## src/rtl/burst_capture_ctrl_pkg.sv

```systemverilog
// Shared types and helpers for the burst capture controller.
package burst_capture_ctrl_pkg;

  typedef enum logic [1:0] {
    ST_IDLE,
    ST_CAPTURE,
    ST_POST,
    ST_DONE
  } state_t;

  localparam logic MODE_ONESHOT = 1'b0;
  localparam logic MODE_RING    = 1'b1;

  // Width of the channel select; never narrower than one bit.
  function automatic int unsigned ch_sel_w(input int unsigned num_ch);
    int unsigned w;
    w = 1;
    if (num_ch > 1) w = $clog2(num_ch);
    return w;
  endfunction

endpackage

```

## src/rtl/burst_capture_ctrl_if.sv

```systemverilog
// Sample stream in and RAM write port out of the capture controller.
interface burst_capture_ctrl_if #(
  parameter int unsigned SAMPLE_W = 33,
  parameter int unsigned BURST    = 5,
  parameter int unsigned NUM_CH   = 2,
  parameter int unsigned ADDR_W   = 12
);
  logic                         sample_valid;
  logic [NUM_CH*SAMPLE_W-1:0]   sample_data;
  logic                         mem_we;
  logic [ADDR_W-1:0]            mem_addr;
  logic [BURST*SAMPLE_W-1:0]    mem_wdata;

  modport master (
    input  sample_valid, sample_data,
    output mem_we, mem_addr, mem_wdata
  );

  modport slave (
    output sample_valid, sample_data,
    input  mem_we, mem_addr, mem_wdata
  );
endinterface

```

## src/rtl/burst_capture_ctrl_packer.sv

```systemverilog
// Slot counter and shift register packing BURST samples into one RAM word.
module burst_packer #(
  parameter int unsigned SAMPLE_W = 33,
  parameter int unsigned BURST    = 5
) (
  input  logic                      clk,
  input  logic                      reset_n,
  input  logic                      clear,
  input  logic                      accept,
  input  logic [SAMPLE_W-1:0]       sample,
  output logic                      word_valid,
  output logic [BURST*SAMPLE_W-1:0] word
);

  localparam int unsigned CNT_W  = $clog2(BURST);
  localparam int unsigned WORD_W = BURST * SAMPLE_W;

  logic [CNT_W-1:0]  cnt;
  logic [WORD_W-1:0] sr;
  logic [WORD_W-1:0] sr_next_c;
  logic              last_slot_c;

  // New samples enter at the top so the first sample ends in slot 0.
  assign sr_next_c   = {sample, sr[WORD_W-1:SAMPLE_W]};
  assign last_slot_c = (cnt == CNT_W'(BURST - 1));

  always_ff @(posedge clk or negedge reset_n) begin
    if (!reset_n) begin
      cnt        <= '0;
      sr         <= '0;
      word       <= '0;
      word_valid <= 1'b0;
    end else begin
      word_valid <= 1'b0;
      if (clear) begin
        cnt <= '0;
      end else if (accept) begin
        sr <= sr_next_c;
        if (last_slot_c) begin
          cnt        <= '0;
          word       <= sr_next_c;
          word_valid <= 1'b1;
        end else begin
          cnt <= cnt + CNT_W'(1);
        end
      end
    end
  end

endmodule

```

## src/rtl/burst_capture_ctrl.sv

```systemverilog
// Capture controller: packs one channel into RAM words, one-shot or trigger-stopped ring.
module burst_capture_ctrl
  import burst_capture_ctrl_pkg::*;
#(
  parameter int unsigned SAMPLE_W = 33,
  parameter int unsigned BURST    = 5,
  parameter int unsigned NUM_CH   = 2,
  parameter int unsigned ADDR_W   = 12,
  parameter int unsigned DEPTH    = 4096
) (
  input  logic                        clk,
  input  logic                        reset_n,
  input  logic                        start,
  input  logic                        abort,
  input  logic                        mode,
  input  logic [ch_sel_w(NUM_CH)-1:0] ch_sel,
  input  logic [ADDR_W-1:0]           post_trig,
  input  logic                        trigger,
  burst_capture_ctrl_if.master        bus,
  output logic                        busy,
  output logic                        done,
  output logic                        wrapped,
  output logic [ADDR_W-1:0]           trig_addr,
  output logic [ADDR_W-1:0]           last_addr
);

  localparam int unsigned CH_W   = ch_sel_w(NUM_CH);
  localparam int unsigned WORD_W = BURST * SAMPLE_W;
  localparam int unsigned REM_W  = ADDR_W + 1;
  localparam logic [ADDR_W-1:0] LAST_A = ADDR_W'(DEPTH - 1);

  state_t              state;
  logic                mode_q;
  logic [CH_W-1:0]     ch_q;
  logic [ADDR_W-1:0]   post_q;
  logic [ADDR_W-1:0]   addr;
  logic [REM_W-1:0]    remain;
  logic                word_valid;
  logic [WORD_W-1:0]   word;
  logic                active_c;
  logic                accept_c;
  logic                clear_c;
  logic [SAMPLE_W-1:0] sel_sample_c;
  logic [ADDR_W-1:0]   next_addr_c;
  logic [ADDR_W-1:0]   pack_addr_c;

  // Abort blocks acceptance so a word completing alongside it is never written.
  assign active_c    = (state == ST_CAPTURE) || (state == ST_POST);
  assign accept_c    = active_c && bus.sample_valid && !abort;
  assign clear_c     = abort || (start && !active_c);
  assign next_addr_c = (addr == LAST_A) ? '0 : addr + ADDR_W'(1);
  // While a write is being issued the packer already fills the following word.
  assign pack_addr_c = word_valid ? next_addr_c : addr;

  assign bus.mem_we    = word_valid;
  assign bus.mem_addr  = addr;
  assign bus.mem_wdata = word;

  always_comb begin
    sel_sample_c = '0;
    for (int unsigned c = 0; c < NUM_CH; c++) begin
      if (ch_q == CH_W'(c)) sel_sample_c = bus.sample_data[c*SAMPLE_W +: SAMPLE_W];
    end
  end

  burst_packer #(.SAMPLE_W(SAMPLE_W), .BURST(BURST)) u_packer (
    .clk        (clk),
    .reset_n    (reset_n),
    .clear      (clear_c),
    .accept     (accept_c),
    .sample     (sel_sample_c),
    .word_valid (word_valid),
    .word       (word)
  );

  always_ff @(posedge clk or negedge reset_n) begin
    if (!reset_n) begin
      state     <= ST_IDLE;
      mode_q    <= MODE_ONESHOT;
      ch_q      <= '0;
      post_q    <= '0;
      addr      <= '0;
      remain    <= '0;
      busy      <= 1'b0;
      done      <= 1'b0;
      wrapped   <= 1'b0;
      trig_addr <= '0;
      last_addr <= '0;
    end else if (abort) begin
      state <= ST_IDLE;
      busy  <= 1'b0;
      done  <= 1'b0;
    end else begin
      case (state)
        ST_IDLE, ST_DONE: begin
          if (start) begin
            state   <= ST_CAPTURE;
            busy    <= 1'b1;
            done    <= 1'b0;
            wrapped <= 1'b0;
            addr    <= '0;
            mode_q  <= mode;
            ch_q    <= ch_sel;
            post_q  <= post_trig;
          end
        end
        ST_CAPTURE: begin
          if (word_valid) begin
            if ((mode_q == MODE_ONESHOT) && (addr == LAST_A)) begin
              state     <= ST_DONE;
              busy      <= 1'b0;
              done      <= 1'b1;
              last_addr <= addr;
            end else begin
              addr <= next_addr_c;
              if (addr == LAST_A) wrapped <= 1'b1;
            end
          end
          // Remaining count covers the trigger word plus post_trig more.
          if ((mode_q == MODE_RING) && trigger) begin
            state     <= ST_POST;
            trig_addr <= pack_addr_c;
            remain    <= {1'b0, post_q} + REM_W'(1);
          end
        end
        ST_POST: begin
          if (word_valid) begin
            if (remain == REM_W'(1)) begin
              state     <= ST_DONE;
              busy      <= 1'b0;
              done      <= 1'b1;
              last_addr <= addr;
            end else begin
              remain <= remain - REM_W'(1);
              addr   <= next_addr_c;
              if (addr == LAST_A) wrapped <= 1'b1;
            end
          end
        end
        default: state <= ST_IDLE;
      endcase
    end
  end

endmodule
```

## src/flat_wrapper.sv

```systemverilog
// flat-port wrapper written by rule: the top's interface ports become plain ports
module burst_capture_ctrl_flat import burst_capture_ctrl_pkg::*;
#(
  parameter int unsigned SAMPLE_W = 33,
  parameter int unsigned BURST    = 5,
  parameter int unsigned NUM_CH   = 2,
  parameter int unsigned ADDR_W   = 12,
  parameter int unsigned DEPTH    = 4096
)
  (clk, reset_n, start, abort, mode, ch_sel, post_trig, trigger, busy, done, wrapped, trig_addr, last_addr, bus_sample_valid, bus_sample_data, bus_mem_we, bus_mem_addr, bus_mem_wdata);
  burst_capture_ctrl_if #(.SAMPLE_W(SAMPLE_W), .BURST(BURST), .NUM_CH(NUM_CH), .ADDR_W(ADDR_W)) bus_i ();
  input  logic clk;
  input  logic reset_n;
  input  logic start;
  input  logic abort;
  input  logic mode;
  input  logic [ch_sel_w(NUM_CH)-1:0] ch_sel;
  input  logic [ADDR_W-1:0] post_trig;
  input  logic trigger;
  output logic busy;
  output logic done;
  output logic wrapped;
  output logic [ADDR_W-1:0] trig_addr;
  output logic [ADDR_W-1:0] last_addr;
  input wire logic [$bits(bus_i.sample_valid)-1:0] bus_sample_valid;
  input wire logic [$bits(bus_i.sample_data)-1:0] bus_sample_data;
  output wire logic [$bits(bus_i.mem_we)-1:0] bus_mem_we;
  output wire logic [$bits(bus_i.mem_addr)-1:0] bus_mem_addr;
  output wire logic [$bits(bus_i.mem_wdata)-1:0] bus_mem_wdata;
  assign bus_i.sample_valid = bus_sample_valid;
  assign bus_i.sample_data = bus_sample_data;
  assign bus_mem_we = bus_i.mem_we;
  assign bus_mem_addr = bus_i.mem_addr;
  assign bus_mem_wdata = bus_i.mem_wdata;
  burst_capture_ctrl #(.SAMPLE_W(SAMPLE_W), .BURST(BURST), .NUM_CH(NUM_CH), .ADDR_W(ADDR_W), .DEPTH(DEPTH)) u_core (.clk(clk), .reset_n(reset_n), .start(start), .abort(abort), .mode(mode), .ch_sel(ch_sel), .post_trig(post_trig), .trigger(trigger), .bus(bus_i), .busy(busy), .done(done), .wrapped(wrapped), .trig_addr(trig_addr), .last_addr(last_addr));
endmodule
```

## config.mk

```make
export PLATFORM = sky130hd
export DESIGN_NAME = burst_capture_ctrl_flat
export DESIGN_NICKNAME = d
export VERILOG_FILES = /design/src/rtl/burst_capture_ctrl_pkg.sv /design/src/rtl/burst_capture_ctrl_if.sv /design/src/rtl/burst_capture_ctrl_packer.sv /design/src/rtl/burst_capture_ctrl.sv /design/src/flat_wrapper.sv
export SDC_FILE = /design/constraint.sdc
export NUM_CORES = 1
export LEC_CHECK = 0
export ABC_AREA = 1
export CORE_UTILIZATION = 47
export CTS_BUF_LIST = sky130_fd_sc_hd__clkbuf_8 sky130_fd_sc_hd__clkbuf_16
export DETAILED_ROUTE_END_ITERATION = 12
export HOLD_SLACK_MARGIN = 0.12
export PLACE_DENSITY = 0.84
export SYNTH_ARGS = -nofsm -noshare
export SYNTH_HDL_FRONTEND = slang
export SYNTH_SLANG_ARGS = --single-unit
```

## constraint.sdc

```tcl
create_clock -name clk -period 1.93 [get_ports clk]
set_clock_uncertainty 0.15 [all_clocks]
set_input_delay 0.386 -clock clk [delete_from_list [all_inputs] [get_ports clk]]
set_output_delay 0.386 -clock clk [all_outputs]
set_load 0.005 [all_outputs]
```

Word level (Yosys, flattened, before mapping)
Index checks and enable logic that the tools add are counted.
Word-level totals
  flip-flop bits (word level): 402
  bits in read-only memories: 0
  logic and storage cells: 117
  output and inout bits: 205
  bits in latches: 0
  memories: 0
  memory bits (writable): 0
  input port bits: 86
Operators by class
  reductions and logical operators: 22
  $lt $le $gt $ge: 0
  divide/modulo/power cells: 0
  muxes and demuxes: 52
  bitwise logic cells: 3
  $add $sub $neg: 4
  multipliers: 0
  eq/ne operators: 21
  shift-type cells: 0
Operator list (count)
  2-to-1 mux 12 bit: 11
  2-to-1 mux 13 bit: 3
  one-hot mux 12 bit (3 select lines): 1
  2-to-1 mux 33 bit: 1
  one-hot mux 13 bit (2 select lines): 1
  one-hot mux 12 bit (2 select lines): 1
  2-to-1 mux 1 bit: 20
  inequality test 2 bit (second input constant): 8
  inequality test 3 bit (second input constant): 5
  AND reduction 5 bit: 3
  2-to-1 mux 2 bit: 7
  adder 12 x 1 -> 13 bit (second input constant): 1
  equality test 13 x 1 -> 1 bit (second input constant): 1
  subtractor 13 x 1 -> 13 bit (second input constant): 1
  adder 12 x 1 -> 12 bit (second input constant): 1
  equality test 12 bit (second input constant): 1
  AND reduction 6 bit: 2
  2-to-1 mux 3 bit: 3
  one-hot mux 1 bit (3 select lines): 3
  AND reduction 3 bit: 3
  inequality test 4 bit (second input constant): 2
  one-hot mux 2 bit (3 select lines): 1
  logical AND 1 bit: 5
  equality test 2 bit (second input constant): 2
  10 further kinds: 15

Logic depth before layout (Yosys ltp)
  depth after elaboration: 7
  mapped depth: 12
  gate-level depth less buffers: 11

Modules after synthesis
Synthesis repeated with hierarchy kept, for this count alone.
Second synthesis, totals
  cell total of the unflattened synthesis: 1808
  area, all modules: 15763.9 µm²
By module, submodules not included
  burst_packer: instances 1, area each 11288.3 µm², cells an instance 1219, sequential area each 7532.2 µm²
  burst_capture_ctrl: instances 1, area each 4475.5 µm², cells an instance 589, sequential area each 1701.6 µm²

Least setup slack after synthesis
OpenSTA, ideal clock, no wires.
  path type: reg2reg
  start point: register u_core.state[0]
  end point: register u_core.u_packer.word[127]
  required time: 1659 ps
  setup time: 121 ps
  slack: 70 ps
  stages on the path, launching flop included: 11
  data arrival time: 1589 ps
  buffers on the path: 2
  clock period less this slack: 1860 ps
  cells stage by stage: dfrtp_1 > inv_1 > ha_1 > nor2_4 > nand2_2 > nor2_4 > inv_2 > buf_2 > buf_2 > nand2_1 > o21ai_1
On the way
  cells in the longest elaborated chain, start to end: 7
  elaborated cells between the ends (all ways): 10
  classes of those cells: 2 x eq/ne; 1 x bitwise; 7 x reduce/logical
Ends and longest elaborated chain
  from (decl): RTL line burst_capture_ctrl.sv:32  | state_t state;
  from (signal assigned): RTL line burst_capture_ctrl.sv:78  | state <= ST_IDLE;
  from (signal assigned): RTL line burst_capture_ctrl.sv:90  | state <= ST_IDLE;
  from (signal assigned): RTL line burst_capture_ctrl.sv:97  | state <= ST_CAPTURE;
  equality test 2 x 1 -> 1 bit or equality test 2 bit (tied branches): RTL line burst_capture_ctrl.sv:48  | assign active_c = (state == ST_CAPTURE) || (state == ST_POST);
  logical OR 1 bit *: RTL line burst_capture_ctrl.sv:48
  zero test 1 bit: RTL line burst_capture_ctrl.sv:50  | assign clear_c = abort || (start && !active_c);
  logical AND 1 bit: RTL line burst_capture_ctrl.sv:50
  logical OR 1 bit: RTL line burst_capture_ctrl.sv:50
  NOT 1 bit (no source line)
  AND reduction 3 bit (no source line) *
  to (signal assigned): RTL line burst_capture_ctrl_packer.sv:41  | word <= sr_next_c;
  to (decl): RTL line burst_capture_ctrl_packer.sv:12  | output logic [BURST*SAMPLE_W-1:0] word
Mark *: on every way between the ends. The rest lies on a longest branch, timed or not.
A chain may end at the register's enable or synchronous reset.

Worst setup path after layout
  start point: register u_core.state[1]
  end point: register u_core.addr[10], in the netlist u_core.bus.mem_addr[10]
On the way
  cells in the longest elaborated chain, start to end: 4
  elaborated cells between the ends (all ways): 12
  classes of those cells: 8 x eq/ne; 1 x mux; 3 x reduce/logical
Ends and longest elaborated chain
  equality test 2 bit or zero test 2 bit (tied branches): RTL line burst_capture_ctrl.sv:94  | case (state)
  OR reduction 2 bit: RTL line burst_capture_ctrl.sv:94
  inequality test 2 bit (no source line)
  AND reduction 6 bit (no source line)
  to (signal assigned): RTL line burst_capture_ctrl.sv:115  | addr <= next_addr_c;
  to (signal assigned): RTL line burst_capture_ctrl.sv:135  | addr <= next_addr_c;
  to (decl): RTL line burst_capture_ctrl.sv:36  | logic [ADDR_W-1:0] addr;
Parallel ways exist; a longest one is shown, timed or not.

==> impl_metrics.env <==
export IMPL_finalSetupTns_ns=0
export IMPL_hpwl_um=28300
export IMPL_cts_tree="yes"
export IMPL_start_kind="flip-flop"
export IMPL_drt_initial_drc_count=987
export IMPL_tightest_slew_ns=0.391
export IMPL_worstSetupPathType="flip-flop to flip-flop"
export IMPL_crit_required_ns=2.19
export IMPL_cts_max_level=2
export IMPL_cts_sinks=369
export IMPL_clockRootBuffer="clkbuf_16"
export IMPL_synthFlopType="dfrtp_1"
export IMPL_power_share_clock=0.288
export IMPL_hold_violations=0
export IMPL_synthDistinctLibCells=36
export IMPL_yosys_warnings=0
export IMPL_p_sw_frac=0.327
export IMPL_post_synth_cell_area_avg_um2=9.03
export IMPL_yosysSeqAreaShare=0.600
export IMPL_final_nets=2169
export IMPL_critPathMaxFanout=4
export IMPL_overflow=0
export IMPL_wl_per_cell_um=16.1
export IMPL_grt_max_degree=66
export IMPL_leakage_nw=11.4
export IMPL_hp_class="input pin to async pin"
export IMPL_viasPerCell=5.04
export IMPL_setup_viol=0
export IMPL_routabilityCongestion=0.949
export IMPL_synth_edf_count=0
export IMPL_powerDensity_mw_per_mm2=1240
export IMPL_clock_latency_ns=0.52
export IMPL_finish_utilization=0.660
export IMPL_status="complete, no violations"
export IMPL_syn_cell_area_mm2=0.0154
export IMPL_grt_pass1_vias=12400
export IMPL_async_flop_share=1.00
export IMPL_ant_nets=0
export IMPL_io_pins=291
export IMPL_grt_pass1_wl_um=65100
export IMPL_synth_nets=1798
export IMPL_path_clk_slew_ns=0.06
export IMPL_finalCritPeriodShare=0.991
export IMPL_fmax_mhz=523
export IMPL_cp_end_kind="flip-flop"
export IMPL_grt_use_total=0.243
export IMPL_core_area_mm2=0.0319
export IMPL_crit_arrival_ns=2.18
export IMPL_numCtsBuffers=38
export IMPL_wl_um=40800
export IMPL_fp_dieW_um=183
export IMPL_pwr_share_comb=0.290
export IMPL_p_int_mw=17.6
export IMPL_vias=12800
export IMPL_drive_above_1_share=0.130
export IMPL_first_pass_iters=5
export IMPL_power_mw=26.2
export IMPL_antenna_found_initial=0
export IMPL_synth_seq_cells=369
export IMPL_fin_crit_ns=1.91
export IMPL_holdWs_ns=0.222
export IMPL_p_sw_mw=8.55
export IMPL_max_slew_margin=0.739
export IMPL_antenna_cells=0
export IMPL_slew_viol_final=0
export IMPL_area_delta_synth_final_pct=36.8
export IMPL_synth_cells=1704
export IMPL_clock_path_buffers=3
export IMPL_maxCapViolations=0
export IMPL_rsz0062_at_grt="yes"
export IMPL_die_height_um=183
export IMPL_pwr_share_seq=0.421
export IMPL_row_count=65
export IMPL_io_buffers=290
export IMPL_drc=0
export IMPL_die_area_mm2=0.0335
export IMPL_start_util=0.482
export IMPL_worst_ir_drop_vdd_mv=0.584
final timing paths:
check / start / end / slack, ns / depth (start not counted)
setup / recovery: u_core.state[1] / u_core.bus.mem_addr[10] / 0.02 / 8
hold reg to reg: u_core.u_packer.word[31] / u_core.u_packer.word[31] / 0.31 / 2
setup reg to reg: u_core.state[1] / u_core.bus.mem_addr[10] / 0.02 / 8
min in group clk: post_trig[6] / u_core.post_q[6] / 0.26 / 3
hold / removal: reset_n / u_core.u_packer.word[66] / 0.22 / 2
max in group asynchronous: reset_n / u_core.u_packer.word[15] / 0.74 / 3
power by group through the flow:
| stage | logic, mW | registers [mW] | clock network [mW] |
|---|---|---|---|
| 5_1_grt | 8.53 | 11.3 | 8.01 |
| 3_3_place_gp | 7.10 | 11.0 | 0 |
| 2_1_floorplan | 4.18 | 10.9 | 0 |
| 4_1_cts | 7.40 | 11.0 | 7.65 |
| 6_report | 7.60 | 11.0 | 7.55 |
| 3_5_place_dp | 7.35 | 11.1 | 0 |
sequential cells by signal (all words and copies together), names as in the netlist:
name and cells:
u_core.remain 13, u_core.u_packer.word 165, u_core.u_packer.word_valid 1, u_core.ch_q 1, u_core.mode_q 1, u_core.u_packer.cnt 3
u_core.last_addr 12, u_core.u_packer.sr 132, u_core.trig_addr 12, u_core.busy 1, u_core.post_q 12, u_core.bus.mem_addr 12
u_core.done 1, u_core.wrapped 1, u_core.state 2
repair_timing:
item	4_1_cts	5_1_grt
cloned	0	2
hold buffers	1	0
pin swaps	1	6
setup endpoints to repair	424	326
gates resized for setup	161	80
endpoints found under the hold margin	369	0
buffers inserted	33	10
metal layers:
metal	share of wire	routed length (µm)	GRT usage	vias to the layer above
li1	-	-	-	6131
met5	0	0	0	-
met3	0.063	2560	0.0425	90
met1	0.43	17700	0.336	6113
met4	0.038	1530	0.0910	0
met2	0.46	19000	0.386	450
metrics by stage:
| stage | setup WS, ns | std cells | cell area (µm²) |
|---|---|---|---|
| floorplan | 0.0703 | 1704 | 15400 |
| global placement | -0.224 | 2425 | 19300 |
| detailed placement | -0.289 | 2425 | 19300 |
| CTS | 0.0000433 | 2526 | 20700 |
| global route | -0.0541 | 2538 | 21000 |
| finish | 0.0169 | 2538 | 21000 |
synthesized netlist by cell type, types with 4 or more instances:
cell type	instances	area, µm²
ha_1	8	100
inv_1	152	571
xor2_1	7	61.3
nand3_1	36	180
nand4_1	11	68.8
a21oi_1	24	120
o21ai_2	16	140
buf_2	52	260
nand2_1	615	2310
clkbuf_1	18	67.6
nor2_1	44	165
mux2_2	33	372
nand2_2	4	25.0
buf_6	7	78.8
o21ai_1	120	601
dfrtp_1	369	9230
buf_4	4	30.0
o21ai_0	153	766
critical path, stage by stage (launching register included):
cell,delay (ns)
dfrtp_1,0.42
ha_4,0.25
buf_4,0.14
a211oi_1,0.28
nand3_2,0.17
buf_6,0.17
buf_12,0.12
nand2_1,0.05
nand2_1,0.05
cells in the final DEF (no fill, tap or decap), types with 4 or more instances in the layout:
master,n
inv_2,5
o21ai_1,124
buf_6,12
dfrtp_1,367
clkinvlp_4,4
nand4_1,11
dlygate4sd2_1,149
mux2_2,33
nand2_1,610
a21oi_1,24
buf_12,24
xor2_1,7
nand3_1,36
nor2_4,7
buf_4,87
o21ai_0,148
nor2_1,41
clkbuf_16,43
dlymetal6s2s_1,46
o21ai_2,17
nand2_2,8
clkbuf_8,8
inv_1,154
ha_1,6
clkdlybuf4s50_1,93
clkinv_2,6
kinds of logic (layout without fill, tap and decap cells):
logic type,count (synthesis),in the layout,share of synthesized area
compound gates,318,318,0.108
fa+ha+maj,8,8,0.00651
simple gates,724,724,0.187
buf+inv,242,641,0.0679
flops,369,369,0.600
xor+xnor,10,10,0.00569
mux,33,33,0.0242
area by class of cell:
cell class	instances	area, µm²
Clock buffer	49	1140
Clock inverter	19	169
Fill cell	2465	10800
Inverter	157	608
Multi-Input combinational cell	1093	5180
Sequential cell	369	9240
Tap cell	435	544
Timing Repair Buffer	416	4170
Note: power is estimated with default switching activity, not from simulation.
==> RTL change (same settings) <==
Encoding of `state_t`: now one-hot (4 bits for 4 states).
--- a/src/rtl/burst_capture_ctrl_pkg.sv
+++ b/src/rtl/burst_capture_ctrl_pkg.sv
@@ -2,9 +2,9 @@
 package burst_capture_ctrl_pkg;
 
-  typedef enum logic [1:0] {
-    ST_IDLE,
-    ST_CAPTURE,
-    ST_POST,
-    ST_DONE
+  typedef enum logic [3:0] {
+    ST_IDLE    = 4'b0001,
+    ST_CAPTURE = 4'b0010,
+    ST_POST    = 4'b0100,
+    ST_DONE    = 4'b1000
   } state_t;
 
Function: same outputs for any inputs over 4 cycles, from zero or initial values and one cycle with reset_n low; so few cycles prove little.
==> RTL change against the original RTL <==
Routed wire length grew 11%. Area after synthesis grew 4.6%. Final area grew 4.1%. Worst setup slack gained 7.4 ps. Sequential cell count grew 2. Non-clock buffer count grew 20. Critical path depth shrank 6. Total power shrank 17%. Global-route usage grew 0.48 points. Largest cell class unchanged.
==> RTL change: results (changes against the original RTL) <==
[yosys]
syn_nets=1908  ; was 1,798
synth_area_leaders=dfrtp_1 58%, nand2_1 17%, o21ai_2 4.9%  ; was dfrtp_1 60%, nand2_1 15%, o21ai_0 5.0%
yosysUniqueCellTypes=33  ; was 36
synthMuxAreaShare_pct=0.280  ; was 2.42%
synth_ff_type=dfrtp_1  ; unchanged
synth-adder-area-share_pct=0.467  ; was 0.651%
async_flop_share_pct=100  ; unchanged
synth_compound_area_share_pct=11.6  ; was 10.8%
synth-seq-area-share_pct=57.7  ; was 60.0%
ys_warn_count=0  ; unchanged
synthTopCellsByCount=730 x nand2_1, 370 x dfrtp_1, 151 x o21ai_0  ; was 615 x nand2_1, 369 x dfrtp_1, 153 x o21ai_0
avgSynthCellArea_sq_um=8.86  ; was 9.03 sq um
yosys.area_share.xor_xnor_pct=0.599  ; was 0.569%

[place]
dp_slack_ps=-151  ; was -289 ps
post-dp-hpwl_um=30100  ; was 28,300 um
place_congestion=0.903  ; was 0.949
io_buffers=290  ; unchanged
placed_area_sq_um=19800  ; was 19,300 sq um
dp.cells=2545  ; was 2,425

[timing]
maxSlewHeadroom_pct=70.8  ; was 73.9%
setup-violations-final=0  ; unchanged
whs_ps=233  ; was 222 ps
timing.fmax_ghz=0.525  ; was 0.523 GHz

[critical_path]
arrival_ps=1370  ; was 2180 ps
path_max_fanout=5  ; was 4
cpPeakStageDelay_ps=420  ; about the same
reg2reg_setup_slack_ps=50  ; was 20 ps
critical_path.slowest_cell=dfrtp_1  ; unchanged

[cells_and_area]
n_antenna_cell=0  ; unchanged
top_regs=u_core.u_packer.word: 165 flops, u_core.u_packer.sr: 132 flops, u_core.remain: 13 flops  ; unchanged
fin_nets=2298  ; was 2,169
layout-drive-gt1-share_pct=15.4  ; was 13.0%

[cts]
htree_levels=2  ; unchanged
cts_buffers=38  ; unchanged
clock_latency_ps=530
path_clk_slew_ps=60  ; about the same
clk_path_buf_depth=3  ; unchanged

[power_and_ir_drop]
switchingPower_mw=6.79  ; was 8.55 mW
vdd_drop_max_v=0.000651  ; was 0.000584 V
pg_clk_mw=7.54  ; was 7.55 mW
power_frac_comb_pct=20.7  ; was 29.0%
p_leak_nw=12.0  ; was 11.4 nW
p_per_area_nw_per_um2=994  ; was 1240 nW/um^2

[drt]
routed_wl_um=45500  ; was 40,800 um
dr.pass1.iters=7  ; was 5
drtIter0Drc=1119  ; was 987
wl_per_cell_um=17.0  ; was 16.1 um
num_vias=13900  ; was 12,800

[grt]
grt_use_total_pct=24.8  ; was 24.3%
grt_pass1_vias=13400  ; was 12,400
grt_max_degree=67  ; was 66
grt_pass1_wl_um=69900  ; was 65,100 um
antenna_found_initial=0  ; unchanged

[status]
status=finished clean  ; unchanged

-- RTL change: cell count changes after synthesis, moves of 3 or more --
cell | before | now
buf_1 | 3 | 0
buf_2 | 52 | 20
buf_6 | 7 | 39
clkbuf_1 | 18 | 26
inv_1 | 152 | 147
mux2_2 | 33 | 4
nand2_1 | 615 | 730
nand2_4 | 0 | 3
nand3_1 | 36 | 50
nor2_1 | 44 | 70
o21ai_1 | 120 | 29
o21ai_2 | 16 | 90
-- RTL change: path summary, 6_finish.rpt --
| path | start | end | cells past startpoint |
|---|---|---|---|
| worst max-delay path | u_core.bus.mem_addr[0] | bus_mem_addr[0] | 2 |
| worst min-delay path | reset_n | u_core.u_packer.sr[155] | 2 |
| worst max register to register | u_core.state[1] | u_core.u_packer.word[132] | 13 |
| worst min register to register | u_core.u_packer.sr[59] | u_core.u_packer.word[26] | 2 |
| max in group asynchronous | reset_n | u_core.bus.mem_addr[11] | 3 |
| min in group clk | mode | u_core.mode_q | 3 |
-- RTL change: layout make-up --
cell class              instances  area [sq um]
clock inverters                23           229
inverters                     154           608
repair buffers                436          4450
multi-input cells            1204          5700
fillers                      2657         11700
clock buffers                  45          1060
well taps                     448           561
repair inverters                1          7.51
flip-flops and latches        371          9290
-- RTL change: critical path, delay by kind of cell (launching register included) --
kind,cells,cell delay [ps]
flops,1,420
buf+inv,2,430
-- RTL change: repair_timing --
action                                  CTS  global route
pin swaps                                 1             8
hold buffers                              1             0
gates resized for setup                 184            86
gates cloned                              1            14
buffers inserted                         42            11
endpoints found under the hold margin   371             0
endpoints found under the setup margin  191           306
-- RTL change: per-layer routing --
layer | track usage, % | routed length [um] | share of wire (%)
met5 | 0 | 0 | 0
met4 | 9.62 | 1610 | 3.5
met3 | 3.96 | 2680 | 5.9
met2 | 39.8 | 21900 | 48
met1 | 34.0 | 19300 | 42
